[src/rtl/mux_pkg.sv]
// Shared constants for the mux_two_four_eight selector block.
//   muxDefaultWidth : default data width of every data port
//   selTwoWidth     : width of the 2:1 select (s1)
//   selFourWidth    : width of the 4:1 select (s2)
//   selEightWidth   : width of the 8:1 select (s3)
package mux_pkg;

    localparam int unsigned muxDefaultWidth = 8;

    localparam int unsigned selTwoWidth   = 1;
    localparam int unsigned selFourWidth  = 2;
    localparam int unsigned selEightWidth = 3;

endpackage : mux_pkg

[src/rtl/mux_two_cell.sv]
// Combinational WIDTH-bit 2:1 selector; the only building block of the
// selector trees in mux_two_four_eight. Holds no state.
// Ports:
//   a, b : data sources (WIDTH bits)
//   sel  : 0 selects a, 1 selects b
//   y    : selected value (combinational)
module mux_two_cell #(
    parameter int unsigned WIDTH = 8
) (
    input  logic [WIDTH-1:0] a,
    input  logic [WIDTH-1:0] b,
    input  logic             sel,
    output logic [WIDTH-1:0] y
);

    // Default branch drives zeros so an X/Z select never infers a latch.
    always_comb begin
        y = '0;
        case (sel)
            1'b0:    y = a;
            1'b1:    y = b;
            default: y = '0;
        endcase
    end

endmodule : mux_two_cell

[src/rtl/mux_two_four_eight.sv]
// Registered 2:1, 4:1 and 8:1 selectors sharing one set of data sources.
// Each path is selected combinationally and captured in its own output
// register, giving one clock of latency. The 4:1 and 8:1 selectors are
// binary trees of mux_two_cell, with bit 0 of the select resolving the
// leaf level.
//
// Optional feature: define MUX_PARITY_EN to add a registered even-parity
// (XOR reduction) bit for each selected value.
//
// Ports:
//   clk            : clock, rising edge active
//   rst            : synchronous active-high reset, clears all registers
//   en             : output-register load enable (hold when low)
//   a .. h         : data sources, WIDTH bits each
//   s1             : 2:1 select  (a, b)
//   s2             : 4:1 select  (a .. d)
//   s3             : 8:1 select  (a .. h)
//   mux_two_out    : registered 2:1 result
//   mux_four_out   : registered 4:1 result
//   mux_eight_out  : registered 8:1 result
//   mux_two_par    : (MUX_PARITY_EN) parity of the 2:1 selection
//   mux_four_par   : (MUX_PARITY_EN) parity of the 4:1 selection
//   mux_eight_par  : (MUX_PARITY_EN) parity of the 8:1 selection
module mux_two_four_eight
    import mux_pkg::*;
#(
    parameter int unsigned WIDTH = muxDefaultWidth
) (
    input  logic                     clk,
    input  logic                     rst,
    input  logic                     en,
    input  logic [WIDTH-1:0]         a,
    input  logic [WIDTH-1:0]         b,
    input  logic [WIDTH-1:0]         c,
    input  logic [WIDTH-1:0]         d,
    input  logic [WIDTH-1:0]         e,
    input  logic [WIDTH-1:0]         f,
    input  logic [WIDTH-1:0]         g,
    input  logic [WIDTH-1:0]         h,
    input  logic [selTwoWidth-1:0]   s1,
    input  logic [selFourWidth-1:0]  s2,
    input  logic [selEightWidth-1:0] s3,
    output logic [WIDTH-1:0]         mux_two_out,
    output logic [WIDTH-1:0]         mux_four_out,
    output logic [WIDTH-1:0]         mux_eight_out
`ifdef MUX_PARITY_EN
    ,
    output logic                     mux_two_par,
    output logic                     mux_four_par,
    output logic                     mux_eight_par
`endif
);

    logic [WIDTH-1:0] twoSelected;
    logic [WIDTH-1:0] fourSelected;
    logic [WIDTH-1:0] eightSelected;

    // 2:1 path: a single cell.
    mux_two_cell #(.WIDTH(WIDTH)) uTwo (
        .a   (a),
        .b   (b),
        .sel (s1[0]),
        .y   (twoSelected)
    );

    // 4:1 path: two leaf cells on s2[0], one root cell on s2[1].
    logic [WIDTH-1:0] fourAb;
    logic [WIDTH-1:0] fourCd;

    mux_two_cell #(.WIDTH(WIDTH)) uFourAb (
        .a   (a),
        .b   (b),
        .sel (s2[0]),
        .y   (fourAb)
    );

    mux_two_cell #(.WIDTH(WIDTH)) uFourCd (
        .a   (c),
        .b   (d),
        .sel (s2[0]),
        .y   (fourCd)
    );

    mux_two_cell #(.WIDTH(WIDTH)) uFourRoot (
        .a   (fourAb),
        .b   (fourCd),
        .sel (s2[1]),
        .y   (fourSelected)
    );

    // 8:1 path: four leaf cells on s3[0], two mid cells on s3[1],
    // one root cell on s3[2].
    logic [WIDTH-1:0] eightAb;
    logic [WIDTH-1:0] eightCd;
    logic [WIDTH-1:0] eightEf;
    logic [WIDTH-1:0] eightGh;
    logic [WIDTH-1:0] eightAd;
    logic [WIDTH-1:0] eightEh;

    mux_two_cell #(.WIDTH(WIDTH)) uEightAb (
        .a   (a),
        .b   (b),
        .sel (s3[0]),
        .y   (eightAb)
    );

    mux_two_cell #(.WIDTH(WIDTH)) uEightCd (
        .a   (c),
        .b   (d),
        .sel (s3[0]),
        .y   (eightCd)
    );

    mux_two_cell #(.WIDTH(WIDTH)) uEightEf (
        .a   (e),
        .b   (f),
        .sel (s3[0]),
        .y   (eightEf)
    );

    mux_two_cell #(.WIDTH(WIDTH)) uEightGh (
        .a   (g),
        .b   (h),
        .sel (s3[0]),
        .y   (eightGh)
    );

    mux_two_cell #(.WIDTH(WIDTH)) uEightAd (
        .a   (eightAb),
        .b   (eightCd),
        .sel (s3[1]),
        .y   (eightAd)
    );

    mux_two_cell #(.WIDTH(WIDTH)) uEightEh (
        .a   (eightEf),
        .b   (eightGh),
        .sel (s3[1]),
        .y   (eightEh)
    );

    mux_two_cell #(.WIDTH(WIDTH)) uEightRoot (
        .a   (eightAd),
        .b   (eightEh),
        .sel (s3[2]),
        .y   (eightSelected)
    );

    // Output registers: reset wins over en; en low holds all three.
    always_ff @(posedge clk) begin
        if (rst) begin
            mux_two_out   <= '0;
            mux_four_out  <= '0;
            mux_eight_out <= '0;
        end else if (en) begin
            mux_two_out   <= twoSelected;
            mux_four_out  <= fourSelected;
            mux_eight_out <= eightSelected;
        end
    end

`ifdef MUX_PARITY_EN
    // Parity registers track the data registers' load/hold/reset exactly.
    always_ff @(posedge clk) begin
        if (rst) begin
            mux_two_par   <= 1'b0;
            mux_four_par  <= 1'b0;
            mux_eight_par <= 1'b0;
        end else if (en) begin
            mux_two_par   <= ^twoSelected;
            mux_four_par  <= ^fourSelected;
            mux_eight_par <= ^eightSelected;
        end
    end
`endif

endmodule : mux_two_four_eight

[config.mk]
export PLATFORM = sky130hd
export DESIGN_NAME = mux_two_four_eight
export DESIGN_NICKNAME = d
export VERILOG_FILES = /design/src/rtl/mux_pkg.sv /design/src/rtl/mux_two_cell.sv /design/src/rtl/mux_two_four_eight.sv
export SDC_FILE = /design/constraint.sdc
export NUM_CORES = 1
export LEC_CHECK = 0
export ABC_CLOCK_PERIOD_IN_PS = 2009
export BUFFER_PORTS_ARGS = -buffer_cell sky130_fd_sc_hd__buf_2
export CORE_MARGIN = 3
export CORE_UTILIZATION = 40
export CTS_BUF_LIST = sky130_fd_sc_hd__clkbuf_16
export DETAILED_ROUTE_END_ITERATION = 10
export GPL_TIMING_DRIVEN = 1
export PLACE_DENSITY_LB_ADDON = 0.08
export SLEW_MARGIN = 20
export SYNTH_ARGS = -nofsm -noshare
export SYNTH_HDL_FRONTEND = slang
export SYNTH_SLANG_ARGS = --single-unit
export TNS_END_PERCENT = 20
[constraint.sdc]
create_clock -name clk -period 2.01 [get_ports clk]
set_clock_uncertainty 0.15 [all_clocks]
set_input_delay 0.402 -clock clk [delete_from_list [all_inputs] [get_ports clk]]
set_output_delay 0.402 -clock clk [all_outputs]
set_load 0.01 [all_outputs]
==> run metrics, run 1 <==
run status=finished clean; worst hold margin=0.3310 ns; footprint of the multi-input gates=0.001074 mm2; I/O Buffers=96; Final Max Tran Viols=0; Net Sw Frac=26.97%; clk root buf=clkbuf_16; peak supply drop=0.3298 mV; drt total wl=4.395 mm; crit path capture type=register; via count=1494; Net count, final=316; CORE AREA=0.003854 mm2; CTS resizes=0; r2r worst-path depth=2; placed cell count=286; Skew-Pair Late Insertion Delay=0.25 ns; R2R Setup Slk=1.16 ns; Post-Syn Area=0.001670 mm2; Num Clock Sinks=24; # rows=22; Leakage=1.075 nW; Worst EP arrival=1.48 ns; DIE AREA=0.004987 mm2; Netlist cell types=22; Initial DRC Count=63; initial antenna violation count=0; cts bufs inserted=3; Area Overhead vs Synth=32.51%; layout cell share with drive strength beyond 1=54.13%; ANT nets after route=0; WP buf/inv=2; CTS clk-pin slew, worst paths=0.06 ns; RSZ-0062 raised after global routing=no; Mapped Avg Cell Area=10.85 um2; ratio of final minimum period to clock period=75.28%; Yosys Warn Count=0; crit-path leading delay family=compound AO/OA/AOI/OAI gates; TritonCTS clock tree=built; Hold Violations, Final=0; worst path cell trace=buf_2, buf_12, mux2_2, o22ai_1, a221o_1, a211oi_2; total track usage=17.41%; vias in the first global route=1531; Required @ worst endpoint=1.98 ns; Hold Path Stages=2; Switch Pwr=0.3628 mW; drt drc=0; Pwr Density=607.7 mW/mm2; Placed Area=0.002135 mm2; htree depth=1; Clock Power Share=32.0%; Hold Startpoint=mux_two_out[6]$_SDFFE_PP0P_; fin util=57.44%; CP max FO=32; die width=70.62 um; Routability Congestion=0.8429; syn_nets=227; reg2reg end=mux_eight_out[7]$_SDFFE_PP0P_; Worst-Margin Slew=0.5608 ns; dpl ws=0.2250 ns; Yosys reg bits=24; hold buffer count at CTS=0; Post-Layout Cell Count=290; starting density of the core=43.34%; routed length per instance=15.16 um; total grt overflow=0; Sum Neg Setup Slack=0 ns; CP max stage cell=mux2_2; final-report setup violation count=0; DIE HEIGHT=70.62 um; largest net degree at the start of global routing=41; Final Critical Period=1.513 ns; cells after synthesis=154; Fill cells=352; ANT cells=0; first-pass GRT wire length=7.113 mm; total power=1.345 mW; worst min path class=reg2reg; f_max=0.6609 GHz; register area share after synthesis=28.76%; Crit Reg-Reg Startpoint=mux_eight_out[7]$_SDFFE_PP0P_; combinational share of power=28.4%; WHS Endpoint=mux_two_out[6]$_SDFFE_PP0P_; via-per-instance ratio=5.152; Worst path max stage delay=0.36 ns; critical path class=in2reg; design area=0.002213 mm2; IO Count=97; CP startpoint kind=input pin; register area=480.5 um2; first drt pass iteration count=4; Sequential Power Share=39.6%; CTS max path bufs=2; relative slew slack=62.48%; final setup margin=0.4968 ns; Post-CTS Setup Bufs=0; Pint=0.9822 mW; number of max-cap violations=0; Post-DP HPWL=3.483 mm
## placed cells by master, fill, tap and decap left out
master,instances
a211oi_2,6
mux4_2,8
o221ai_1,2
buf_2,96
a22oi_1,2
nor2_1,25
or2b_1,1
nand2_1,1
a211oi_1,10
o22ai_1,6
clkinv_1,1
and2b_1,1
buf_12,2
a221o_1,6
dfxtp_1,24
mux2_2,16
mux2i_1,32
clkbuf_16,3
## logic make-up (layout without fill, tap and decap cells)
kind of cell | count (synthesis) | count (layout) | share of synthesized area (%)
flops | 24 | 24 | 28.76
buf+inv | 14 | 102 | 6.966
simple gates | 28 | 28 | 6.742
mux | 56 | 56 | 40.75
compound gates | 32 | 32 | 16.78
## flip-flops by register name (all words and copies together), names as in the netlist
name and count:
mux_eight_out 8, mux_four_out 8, mux_two_out 8
## area by class of cell
cell class              instances  area share (%)
clock buffers                   3           3.392
clock inverters                 1          0.1696
multi-input cells             116           48.50
flip-flops and latches         24           21.71
well taps                      48           2.713
repair buffers                 98           23.52
## synth_stat cells
cell | instances | area (um2)
nand2_1 | 1 | 3.750
and2b_1 | 1 | 7.510
buf_4 | 1 | 7.510
a22oi_1 | 2 | 15.01
buf_12 | 2 | 40.04
buf_2 | 1 | 5.000
clkdlybuf4s25_2 | 1 | 10.01
nor2_1 | 25 | 93.84
mux4_2 | 8 | 180.2
mux2_2 | 16 | 180.2
or2b_1 | 1 | 7.510
a221o_1 | 6 | 60.06
o221ai_1 | 2 | 17.52
mux2i_1 | 32 | 320.3
clkbuf_4 | 3 | 22.52
o22ai_1 | 6 | 37.54
a211oi_2 | 6 | 75.07
clkbuf_2 | 1 | 5.000
a211oi_1 | 10 | 75.07
clkbuf_1 | 4 | 15.01
buf_6 | 1 | 11.26
dfxtp_1 | 24 | 480.5
## layer usage
layer,track usage [%],part of all wire [%],up-vias
met5,0,0,-
met4,5.637,1.1,0
met3,3.551,8.3,4
met2,27.65,46,65
met1,23.78,45,652
li1,-,-,773
## worst max-delay path by stage
stage / from / endpoint / slack [ns] / cells after the start
after floorplan: s3[2] / mux_eight_out[1]$_SDFFE_PP0P_ / 0.40 / 4
after global placement: s3[0] / mux_eight_out[1]$_SDFFE_PP0P_ / 0.24 / 6
after detailed placement: s3[0] / mux_eight_out[1]$_SDFFE_PP0P_ / 0.22 / 6
after CTS: s3[0] / mux_eight_out[1]$_SDFFE_PP0P_ / 0.49 / 6
after global routing: s3[0] / mux_eight_out[1]$_SDFFE_PP0P_ / 0.44 / 6
final: s3[0] / mux_eight_out[1]$_SDFFE_PP0P_ / 0.50 / 6
## power by group through the flow
| stage | sequential [mW] | clock [mW] | combinational, mW |
|---|---|---|---|
| 2_1_floorplan | 0.561 | 0 | 0.222 |
| 3_3_place_gp | 0.542 | 0 | 0.380 |
| 3_5_place_dp | 0.544 | 0 | 0.383 |
| 4_1_cts | 0.533 | 0.440 | 0.384 |
| 5_1_grt | 0.538 | 0.460 | 0.416 |
| 6_report | 0.533 | 0.431 | 0.381 |
## tightest hold or removal path: cells and delay by family (launching register included)
family	cells	cell delay, ns
DFF	1	0.31
and+or+nand+nor	1	0.08
AOI/OAI and AO/OA	1	0.05
(Power assumes the default switching activity.)
==> run 2: changes to the inputs <==
- ABC_CLOCK_PERIOD_IN_PS: 2009 -> 1300
- clock period: 2.01 -> 1.3 ns (I/O delays scaled with it)
==> run 2 against run 1 <==
Net effect: worst hold slack worse by 0.15 ns; register-to-register slack worse by 0.72 ns; highest routed layer unchanged; total power is 78% higher.
==> run metrics, run 2 (synthesized netlist as in run 1, its figures left out) <==
ANT cells=0 (unchanged); worst path cell trace=buf_6, buf_16, buf_4, mux2i_1, a221o_1, a211oi_2 (was buf_2, buf_12, mux2_2, o22ai_1, a221o_1, a211oi_2); first drt pass iteration count=4 (unchanged); f_max=0.7912 GHz; cts bufs inserted=3 (unchanged); run status=finished clean (unchanged); Num Clock Sinks=24 (unchanged); Worst setup endpoint=mux_eight_out[2]$_SDFFE_PP0P_ (was mux_eight_out[1]$_SDFFE_PP0P_); peak supply drop=0.5816 mV (was 0.3298 mV); drt drc=0 (unchanged); I/O Buffers=96 (unchanged); Skew-Pair Late Insertion Delay=0.26 ns (was 0.25 ns); vias in the first global route=1621 (was 1531); total track usage=19.41% (was 17.41%); Crit Reg-Reg Startpoint=mux_eight_out[7]$_SDFFE_PP0P_ (unchanged); ratio of final minimum period to clock period=97.22%; CP max stage cell=a221o_1 (was mux2_2); Net count, final=337 (was 316); DIE HEIGHT=70.62 um (unchanged); relative slew slack=72.49% (was 62.48%); TritonCTS clock tree=built (unchanged); Post-DP HPWL=3.860 mm (was 3.483 mm); hold buffer count at CTS=0 (unchanged); biggest regs=mux_eight_out: 8 flops, mux_four_out: 8 flops, mux_two_out: 8 flops (unchanged); CP startpoint kind=input pin (unchanged); R2R Setup Slk=0.44 ns (was 1.16 ns); Worst path max stage delay=0.33 ns (was 0.36 ns); total grt overflow=0 (unchanged); RSZ-0062 raised after global routing=no (unchanged); Pwr Density=958.7 mW/mm2 (was 607.7 mW/mm2); Hold Violations, Final=0 (unchanged); Leakage=1.217 nW (was 1.075 nW); via count=1640 (was 1494); most common cell after layout, fill and taps aside=buf_2 (unchanged); clk root buf=clkbuf_16 (unchanged); Area Overhead vs Synth=49.14% (was 32.51%); CP max FO=7 (was 32); total power=2.388 mW (was 1.345 mW); WP buf/inv=3 (was 2); # rows=22 (unchanged); Routability Congestion=0.7196 (was 0.8429); critical path class=in2reg (unchanged); htree depth=1 (unchanged); starting density of the core=43.34% (unchanged); CP Depth=6 (unchanged); number of max-cap violations=0 (unchanged); ANT nets after route=0 (unchanged); Hold Path Stages=2 (unchanged); largest net degree at the start of global routing=25 (was 41); DIE AREA=0.004987 mm2 (unchanged); final-report setup violation count=0 (unchanged); initial antenna violation count=0 (unchanged); worst min path class=in2reg (was reg2reg); layout cell share with drive strength beyond 1=60.46% (was 54.13%); crit path capture type=register (unchanged); Required @ worst endpoint=1.33 ns (was 1.98 ns); Worst-Margin Slew=0.4123 ns (was 0.5608 ns); Final Critical Period=1.264 ns; crit path launch=s3[0] (unchanged); CORE AREA=0.003854 mm2 (unchanged); via-per-instance ratio=5.273 (was 5.152); Final Max Tran Viols=0 (unchanged); Fill cells=355 (was 352); commonest cells after routing, fill and taps aside=buf_2 (95), mux2i_1 (32), nor2_1 (24), dfxtp_1 (24) (was buf_2 (96), mux2i_1 (32), nor2_1 (25)); IO Count=97 (unchanged); die width=70.62 um (unchanged); worst hold margin=0.1832 ns (was 0.3310 ns); first-pass GRT wire length=7.617 mm (was 7.113 mm); Worst EP arrival=1.30 ns (was 1.48 ns); CTS max path bufs=2 (unchanged); CTS clk-pin slew, worst paths=0.06 ns (about the same); routed length per instance=15.77 um (was 15.16 um); Initial DRC Count=62 (was 63); r2r worst-path depth=2 (unchanged); crit-path leading delay family=compound AO/OA/AOI/OAI gates (unchanged); reg2reg end=mux_eight_out[7]$_SDFFE_PP0P_ (unchanged); drt total wl=4.906 mm (was 4.395 mm)
-- run 2: changes by cell type in the layout (fill, tap and decap cells not counted), moves of 2 or more --
cell	delta
o221ai_1	-2
o221ai_2	+2
buf_6	+2
buf_12	+3
buf_4	+16
-- run 2: cell type report --
class                      instances  area (um2)  area share, %
clock buffer                       3       75.07          3.014
timing repair buffer             119       745.7          29.93
tap                               48       60.06          2.411
clock inverter                     1       30.03          1.205
multi-input combinational        116        1100          44.15
sequential                        24       480.5          19.29
-- run 2: report_power, final --
group          internal (mW)  switching [mW]
combinational          0.382           0.301
sequential             0.795          0.0296
clock                  0.612           0.270
-- run 2: how the worst min path moves through the flow --
stage	from	end
after global routing	en	mux_two_out[3]$_SDFFE_PP0P_
after floorplan	rst	mux_eight_out[7]$_SDFFE_PP0P_
after global placement	mux_four_out[0]$_SDFFE_PP0P_	mux_four_out[0]$_SDFFE_PP0P_
after CTS	en	mux_eight_out[1]$_SDFFE_PP0P_
after detailed placement	mux_two_out[4]$_SDFFE_PP0P_	mux_two_out[4]$_SDFFE_PP0P_
final	en	mux_eight_out[1]$_SDFFE_PP0P_
-- run 2: per-layer routing --
| metal | share of wire [%] | track usage, % |
|---|---|---|
| met1 | 42 | 24.19 |
| met5 | 0 | 0 |
| met4 | 2.1 | 5.637 |
| met3 | 6.4 | 4.830 |
| met2 | 50 | 33.26 |
-- run 2: worst register-to-register path: stages (launching register included) --
cell and delay [ns]:
dfxtp_1 0.38, nor2_1 0.06, a211oi_1 0.19
-- run 2: stage by stage --
stage	util [%]	instance area [um2]	TNS, ns	setup slack [ns]	cells
2_1_floorplan	-	1697	-0.3089	-0.03065	154
3_3_place_gp	60.00	2312	-3.199	-0.3105	303
3_5_place_dp	60.00	2312	-3.449	-0.3385	303
4_1_cts	64.45	2484	0	0.002909	311
5_1_grt	64.64	2491	0	0.005554	311
6_report	64.64	2491	0	0.03610	311
-- run 2: timing repair --
action	CTS	global route
cloned	1	0
gates resized for setup	5	3
pin swaps	2	1
setup buffers	3	0
setup endpoints to repair	2	8
==> run 3: changes to the inputs <==
- ABC_AREA: unset -> 1
- CORE_UTILIZATION: 40 -> 42
==> run 3 against run 2 <==
Net effect: flip-flop and latch count is the same; die area grew 15%; clock power grew 1%; critical endpoint is now mux_four_out[3]; largest cell class unchanged; largest power group unchanged.
==> run metrics, run 3 <==
FFs w/ async S/R, synth=0% (unchanged); number of max-cap violations=0 (unchanged); peak supply drop=0.7068 mV (was 0.5816 mV); top-count cell post-synth=inv_1 (was mux2i_1); I/O Buffers=96 (unchanged); Post-Syn Area=0.002044 mm2 (was 0.001670 mm2); CP max FO=2 (was 7); CTS max path bufs=2 (unchanged); Num Clock Sinks=24 (unchanged); biggest regs=mux_eight_out: 8 flops, mux_four_out: 8 flops, mux_two_out: 8 flops (unchanged); Sum Neg Setup Slack=0 ns (unchanged); RSZ-0062 raised after global routing=no (unchanged); commonest cells after routing, fill and taps aside=buf_2 (96), inv_1 (84), nand2_1 (78) (was buf_2 (95), mux2i_1 (32), nor2_1 (24), dfxtp_1 (24)); Netlist cell types=17 (was 22); crit-path leading delay family=flip-flops (was compound AO/OA/AOI/OAI gates); hold buffer count at CTS=0 (unchanged); CP max stage cell=dfxtp_1 (was a221o_1); Net count, final=519 (was 337); Skew-Pair Late Insertion Delay=0.26 ns (about the same); ANT nets after route=0 (unchanged); relative slew slack=69.64% (was 72.49%); Top Metal Used=met4 (unchanged); largest net degree at the start of global routing=40 (was 25); ANT cells=0 (unchanged); Mapped Avg Cell Area=5.727 um2 (was 10.85 um2); CORE AREA=0.004534 mm2 (was 0.003854 mm2); via-per-instance ratio=4.625 (was 5.273); critical path class=reg2out (was in2reg); Pwr Density=890.7 mW/mm2 (was 958.7 mW/mm2); Yosys reg bits=24 (unchanged); Worst EP arrival=0.79 ns (was 1.30 ns); Area Overhead vs Synth=31.27% (was 49.14%); total power=2.391 mW (was 2.388 mW); met1 WL=2.700 mm (was 2.045 mm); drt total wl=5.924 mm (was 4.906 mm); Yosys Warn Count=0 (unchanged); CTS resizes=0 (was 5); Worst-Margin Slew=0.4554 ns (was 0.4123 ns); cells after synthesis=357 (was 154); most common cell after layout, fill and taps aside=buf_2 (unchanged); layout cell share with drive strength beyond 1=29.44% (was 60.46%); top cells by count, synth=inv_1 (84), nand2_1 (78), nand3_1 (56) (was mux2i_1 (32), nor2_1 (25), dfxtp_1 (24)); Leakage=1.649 nW (was 1.217 nW); total track usage=21.46% (was 19.41%); clk root buf=clkbuf_16 (unchanged); crit path capture type=primary output (was register); first drt pass iteration count=4 (unchanged); total grt overflow=0 (unchanged); die width=75.77 um (was 70.62 um); worst path cell trace=buf_2 (was buf_6, buf_16, buf_4, mux2i_1, a221o_1, a211oi_2); htree depth=1 (unchanged); routed length per instance=11.62 um (was 15.77 um); TritonCTS clock tree=built (unchanged); Initial DRC Count=87 (was 62); CP startpoint kind=register (was input pin); Required @ worst endpoint=0.89 ns (was 1.33 ns); first-pass GRT wire length=9.756 mm (was 7.617 mm); starting density of the core=45.09% (was 43.34%); drt drc=0 (unchanged); DIE AREA=0.005741 mm2 (was 0.004987 mm2); Post-CTS Setup Bufs=0 (was 3); WP buf/inv=1 (was 3); initial antenna violation count=0 (unchanged); worst min path class=in2reg (unchanged); Fill cells=464 (was 355); Synth Flop Type=dfxtp_1 (unchanged); largest cells by area after synthesis=dfxtp_1 (24%), inv_1 (15%), nand2_1 (14%), nand3_1 (14%), o21ai_0 (5.9%) (was dfxtp_1 (29%), mux2i_1 (19%), mux2_2 (11%), mux4_2 (11%), nor2_1 (5.6%)); share of the synthesized area in the top cell type=23.50% (was 28.76%); WL met3=396 um (was 316 um); met2 wire length=2.785 mm (was 2.439 mm); vias in the first global route=2181 (was 1621); Post-DP HPWL=4.727 mm (was 3.860 mm); IO Count=97 (unchanged); syn_nets=430 (was 227); # rows=24 (was 22); Hold Violations, Final=0 (unchanged); cts bufs inserted=3 (unchanged); ratio of final minimum period to clock period=92.15% (was 97.22%); DIE HEIGHT=75.77 um (was 70.62 um); Worst path max stage delay=0.37 ns (was 0.33 ns); via count=2359 (was 1640); register area share after synthesis=23.50% (was 28.76%); run status=finished clean (unchanged); area leader, netlist=dfxtp_1 (unchanged); final-report setup violation count=0 (unchanged); Final Critical Period=1.198 ns (was 1.264 ns); EDFF count, synth=0 (unchanged); CTS clk-pin slew, worst paths=0.07 ns (was 0.06 ns); Routability Congestion=0.8007 (was 0.7196); f_max=0.8348 GHz (was 0.7912 GHz); Final Max Tran Viols=0 (unchanged)
-- run 3: kinds of logic (layout without fill, tap and decap cells) --
| kind of cell | Yosys count | after routing | synth area share, % |
|---|---|---|---|
| compound gates | 64 | 64 | 19.10 |
| buf+inv | 109 | 197 | 23.38 |
| flops | 24 | 24 | 23.50 |
| simple gates | 160 | 160 | 34.03 |
-- run 3: final timing paths --
path,start,to,slack (ns),cells past startpoint
max,mux_four_out[3]$_SDFFE_PP0P_,mux_four_out[3],0.10,1
max reg2reg,mux_four_out[3]$_SDFFE_PP0P_,mux_four_out[3]$_SDFFE_PP0P_,0.48,4
min,en,mux_two_out[6]$_SDFFE_PP0P_,0.15,3
min reg2reg,mux_two_out[1]$_SDFFE_PP0P_,mux_two_out[1]$_SDFFE_PP0P_,0.33,2
-- run 3: stage by stage --
step / hold slack, ns / setup slack, ns / util, % / instance area (um2) / instances
global placement: 0.3117 / -0.02024 / 56.87 / 2579 / 506
global route: 0.2053 / 0.08211 / 59.19 / 2684 / 510
floorplan: 0.3223 / 0.1609 / - / 2044 / 357
finish: 0.1490 / 0.1021 / 59.19 / 2684 / 510
detailed placement: 0.3144 / -0.02979 / 56.87 / 2579 / 506
CTS: 0.1459 / 0.08706 / 59.19 / 2684 / 510
-- run 3: final cells by class --
| class | count | area, um2 | area share, % |
|---|---|---|---|
| multi-input combinational | 224 | 1086 | 40.47 |
| clock buffer | 3 | 75.07 | 2.797 |
| timing repair buffer | 107 | 600.6 | 22.38 |
| inverter | 86 | 330.3 | 12.31 |
| sequential | 24 | 480.5 | 17.90 |
| clock inverter | 1 | 30.03 | 1.119 |
| tap | 65 | 81.33 | 3.030 |
-- run 3: routing by layer --
layer  up-vias  global-route usage [%]
li1       1281                       -
met1       996                   28.27
met2        78                   37.26
met3         4                   3.298
met4         0                   3.689
met5         -                       0
-- run 3: where the power goes --
group | internal (mW) | switching [mW] | leakage (nW)
Sequential | 0.793 | 0.0293 | 0.200
Combinational | 0.292 | 0.383 | 1.40
Clock | 0.613 | 0.280 | 0.0511
Total | 1.70 | 0.692 | 1.65
